==> config.mk <==
export PLATFORM = sky130hd
export DESIGN_NAME = if_id_hazard
export DESIGN_NICKNAME = d
export VERILOG_FILES = /design/src/rtl/if_id_hazard.sv
export SDC_FILE = /design/constraint.sdc
export NUM_CORES = 1
export LEC_CHECK = 0
export CORE_MARGIN = 3
export CORE_UTILIZATION = 40
export DETAILED_ROUTE_END_ITERATION = 16
export GPL_TIMING_DRIVEN = 0
export PLACE_DENSITY = 0.8
export SETUP_SLACK_MARGIN = 0.4
export SKIP_CTS_REPAIR_TIMING = 1
export SLEW_MARGIN = 20
export SYNTH_ARGS = -nofsm -noshare
export SYNTH_HDL_FRONTEND = slang
export SYNTH_SLANG_ARGS = --single-unit
==> constraint.sdc <==
create_clock -name clk -period 3.2 [get_ports clk]
set_input_delay 0.8 -clock clk [delete_from_list [all_inputs] [get_ports clk]]
set_output_delay 0.8 -clock clk [all_outputs]
set_load 0.05 [all_outputs]
==> src/rtl/if_id_hazard.sv <==
// if_id_hazard: IF/ID pipeline register with load-use stall and flush control.
// Optional HAZARD_STALL_COUNT_EN adds a saturating stall_count output.
module if_id_hazard (
   input  logic        clk,
   input  logic        rst_n,
   input  logic [63:0] pc_in,
   input  logic [31:0] instr_in,
   input  logic        instr_valid,
   input  logic        flush,
   input  logic        idex_memread,
   input  logic [4:0]  idex_rd,
   output logic [63:0] pc_out,
   output logic [31:0] instr_out,
   output logic        valid_out,
   output logic        pc_write,
   output logic        ctrl_bubble
`ifdef HAZARD_STALL_COUNT_EN
   ,
   output logic [31:0] stall_count
`endif
);
   localparam logic [31:0] NOP = 32'h00000013;
   typedef enum logic [1:0] {RUN, STALL, FLUSH} state_t;
   state_t state, state_nxt;
   logic hazard, stall;
   assign hazard = valid_out & idex_memread & (idex_rd != 5'd0) &
                   ((idex_rd == instr_out[19:15]) | (idex_rd == instr_out[24:20]));
   // flush wins over hazard; hazard is only acted on from RUN
   always_comb begin
      state_nxt   = RUN;
      pc_write    = 1'b1;
      ctrl_bubble = 1'b0;
      stall       = 1'b0;
      if (flush) begin
         state_nxt   = FLUSH;
         ctrl_bubble = 1'b1;
      end else if (state == RUN && hazard) begin
         state_nxt   = STALL;
         pc_write    = 1'b0;
         ctrl_bubble = 1'b1;
         stall       = 1'b1;
      end else if (state == FLUSH) begin
         ctrl_bubble = 1'b1;
      end
      if (!rst_n) begin
         pc_write    = 1'b1;
         ctrl_bubble = 1'b1;
      end
   end
   always_ff @(negedge clk or negedge rst_n) begin
      if (!rst_n) begin
         state     <= RUN;
         pc_out    <= 64'd0;
         instr_out <= NOP;
         valid_out <= 1'b0;
      end else begin
         state <= state_nxt;
         if (flush) begin
            instr_out <= NOP;
            valid_out <= 1'b0;
         end else if (!stall) begin
            pc_out    <= pc_in;
            instr_out <= instr_valid ? instr_in : NOP;
            valid_out <= instr_valid;
         end
      end
   end
`ifdef HAZARD_STALL_COUNT_EN
   always_ff @(negedge clk or negedge rst_n) begin
      if (!rst_n)
         stall_count <= 32'd0;
      else if (stall && stall_count != 32'hFFFFFFFF)
         stall_count <= stall_count + 32'd1;
   end
`endif
endmodule

* After elaboration in Yosys (flattened, before gate mapping)
Cells that the tools add are included.
** Word-level totals
- Bits of input ports :: 106
- Register bits :: 99
- Word-level logic and storage cells :: 34
** Operators by class
- Mux-type cells :: 16
- Bitwise gates (word level) :: 6
- Reduce and logical (&&, ||, !) cells :: 4
- Eq/ne operators :: 4
** Operators with widths (number)
- 32-bit 2-to-1 mux :: 3
- 1-bit 2-to-1 mux :: 12
- 5-bit equality test :: 2
- 5-bit nonzero test :: 1
- 1-bit AND :: 3
- 2-bit equality test, second input constant :: 1
- 2-bit logical NOT :: 1
- 2-bit 2-to-1 mux :: 1
- 2-bit inequality test, second input constant :: 1
- 1-bit NOT :: 2
- 2-bit AND reduction :: 1
- 1-bit logical AND :: 1
- 1-bit bitwise OR :: 1

* Longest topological paths before layout
- Word-level depth :: 8
- Gate-level depth with buffers :: 7
- Mapped depth without buffers :: 5

==> results.toml <==
[timing]
grt_setup_unrepaired = "yes"
slew_headroom_pct = 68.86
finClkSkew_ps = 65.11
slew_violations = 0
timing.final.ws_setup_ps = -988.7
finalSetupViolCount = 197
tightest_slew_ps = 467.1
finalHoldViolations = 0
finalSetupTns_ps = -90480

[cells_and_area]
postLayoutCellArea_sq_um = 7670
ff_latch_area_sq_um = 2481
drive_gt1_share_pct = 52.66
n_fill_cell = 592
areaGrowthSynthToFinish_pct = 86.83
diodes = 0
layout.nets = 665
multi_input_area_sq_um = 1794
final_core_util_pct = 77.75

[power]
power.total_uw = 3372
vdd_drop_max_mv = 0.2806
p_int_uw = 2285
comb_power_share_pct = 34.2
p_leak_uw = 0.003611
power_density_nw_per_um2 = 439.6
p_switching_uw = 1087
swShare_pct = 32.23
power_frac_clock_pct = 23.0
pwr-share-seq_pct = 42.8

[place]
dp_hpwl_mm = 8.717
postPlaceCellArea_sq_um = 6399
port_buffers = 204
pre_cts_slack_ps = -1814
gp_congestion = 0.8165

[synth]
netlist_area_sq_um = 4105
synthXorXnorAreaFrac_pct = 2.133
synthMuxAreaShare_pct = 18.29
ys_warn_count = 0
syn_nets = 391
synth_seq_cells = 99
synth_fa_ha_area_share_pct = 0
synth_top_family_by_area = "multiplexers"
synthCells = 285
synthSimpleGateAreaFrac_pct = 8.473
seq_area_frac_synth_pct = 60.44
postSynthAreaPerCell_sq_um = 14.40
synth_compound_area_share_pct = 7.650
ys_types = 27

[clock_network]
cts.sinks = 99
htree_levels = 3
root_buffer = "clkbuf_8"
clock_latency_ps = 400
clock_path_buffers = 2
clk_pin_slew_ps = 60
cts_tree = "done"
cts_buffers = 9

[critical_path]
cp.required_ps = 2400
critical_path_arrival_ps = 3390
endpoint_kind = "output pin"
critPathKind = "reg2out"
critPathLaunchType = "flip-flop"
crit_path_max_fanout = 4

[routing]
via_count = 3547
antenna_left = 0
routed_wl_mm = 13.52
viasPerCell = 5.089
post-route-drc-count = 0
first_pass_iters = 4
wl_per_cell_um = 19.40
drtIter0Drc = 148

[floorplanning]
die_x_um = 107.3
coreArea_sq_um = 9864
fp-row-count = 36
die-area_sq_um = 11510
ioPinCount = 205
die_h_um = 107.3
start_util_pct = 41.62

[grt]
grt_max_degree = 53
grt_pass1_wl_mm = 17.68
antenna_found_initial = 0
gr-total-overflow = 0
grt_pass1_vias = 3432
grt_usage_pct = 19.95

[outcome]
failed_checks = "negative setup slack"
outcome = "finished, violations left"

[worst_hold_path]
worstHoldPathType = "reg2reg"

[run]
drv_cap = 0
[logic make-up after synthesis]
kind of cell	count (synthesis)
simple gates	50
xor+xnor	10
mux	67
buf+inv	23
compound gates	36
flops	99
[cell type report]
type	count	share of cell area (%)
buffer	22	2.969
clock buffer	10	1.664
clock inverter	9	0.8157
multi-input combinational	163	23.39
sequential	99	32.35
tap	133	2.170
timing repair buffer	261	36.64
[per-layer routing]
layer,up-vias,wire length [um],global-route usage [%]
li1,1601,-,-
met1,1771,4972,22.96
met2,157,7107,33.56
met3,18,1209,7.319
met4,0,232,8.219
met5,-,0,0
[stage by stage]
step,std cells,hold slack [ps]
after floorplan,285,628.8
after global placement,622,428.8
after detailed placement,623,439.2
after CTS,641,441.6
after global routing,697,493.5
final,697,481.9
[power groups by stage]
stage	Combinational [uW]	Clock (uW)	Sequential, uW
final	1150	775	1440
after CTS	942	796	1420
after global placement	923	7.80	1440
after floorplan	170	7.80	1790
after global routing	1200	856	1460
after detailed placement	939	7.80	1440
[critical path, cell delays in order, from the launching register on]
cell and delay, ps:
dfrtn_1 460, xnor2_1 150, nand2_1 130, o22ai_4 270
nand2_4 90, buf_8 130, nand3_4 60, buf_8 150
[worst paths after layout]
path	cells past startpoint	from	slack [ps]	end
hold reg to reg	1	pc_out[42]	480	pc_out[42]
min in group asynchronous	1	rst_n	1880	instr_out[30]
hold / removal	1	pc_out[42]	480	pc_out[42]
setup reg to reg	8	instr_out[18]	1120	pc_out[41]
setup / recovery	7	instr_out[18]	-990	ctrl_bubble
max in group asynchronous	2	rst_n	690	pc_out[4]
[cells in the mapped netlist]
cell / instances / area share [%]
nand2_1: 3 / 0.27
mux2_2: 60 / 16
dfrtn_1: 96 / 59
o211ai_1: 1 / 0.18
buf_2: 3 / 0.37
mux2_1: 4 / 1.1
nor4b_1: 28 / 6.0
buf_1: 1 / 0.091
nand3_1: 5 / 0.61
o22ai_1: 1 / 0.15
a21oi_4: 1 / 0.40
a21oi_1: 2 / 0.24
nor2b_1: 2 / 0.30
nand2b_1: 2 / 0.30
a31o_2: 28 / 6.0
dfstp_2: 3 / 1.9
xnor2_1: 10 / 2.1
buf_6: 3 / 0.82
o2111ai_1: 1 / 0.21
mux2i_1: 3 / 0.73
inv_1: 1 / 0.091
o2111a_1: 1 / 0.27
nor2_1: 9 / 0.82
o22a_1: 1 / 0.21
clkbuf_1: 12 / 1.1
or4_1: 1 / 0.18
buf_4: 3 / 0.55
[layout by cell type, fill, tap and decap left out, types with 2 or more instances in the layout]
master,n
clkbuf_1,2
buf_2,3
nor2b_1,2
clkbuf_2,6
dfrtn_1,96
mux2_4,64
clkdlybuf4s50_1,98
xnor2_1,10
clkbuf_8,9
nor2_1,9
inv_1,6
nand2_1,2
dlymetal6s2s_1,3
nor4b_1,27
mux2i_1,3
clkbuf_16,8
nand3_1,3
dfstp_2,3
buf_12,7
buf_4,51
buf_6,93
buf_8,11
clkinv_2,2
nand2b_1,2
a31o_2,28
[state kept, by name, indices dropped and copies added (netlist names)]
register and flops:
valid_out 1, state 2, instr_out 32, pc_out 64
(Power assumes the default switching activity.)
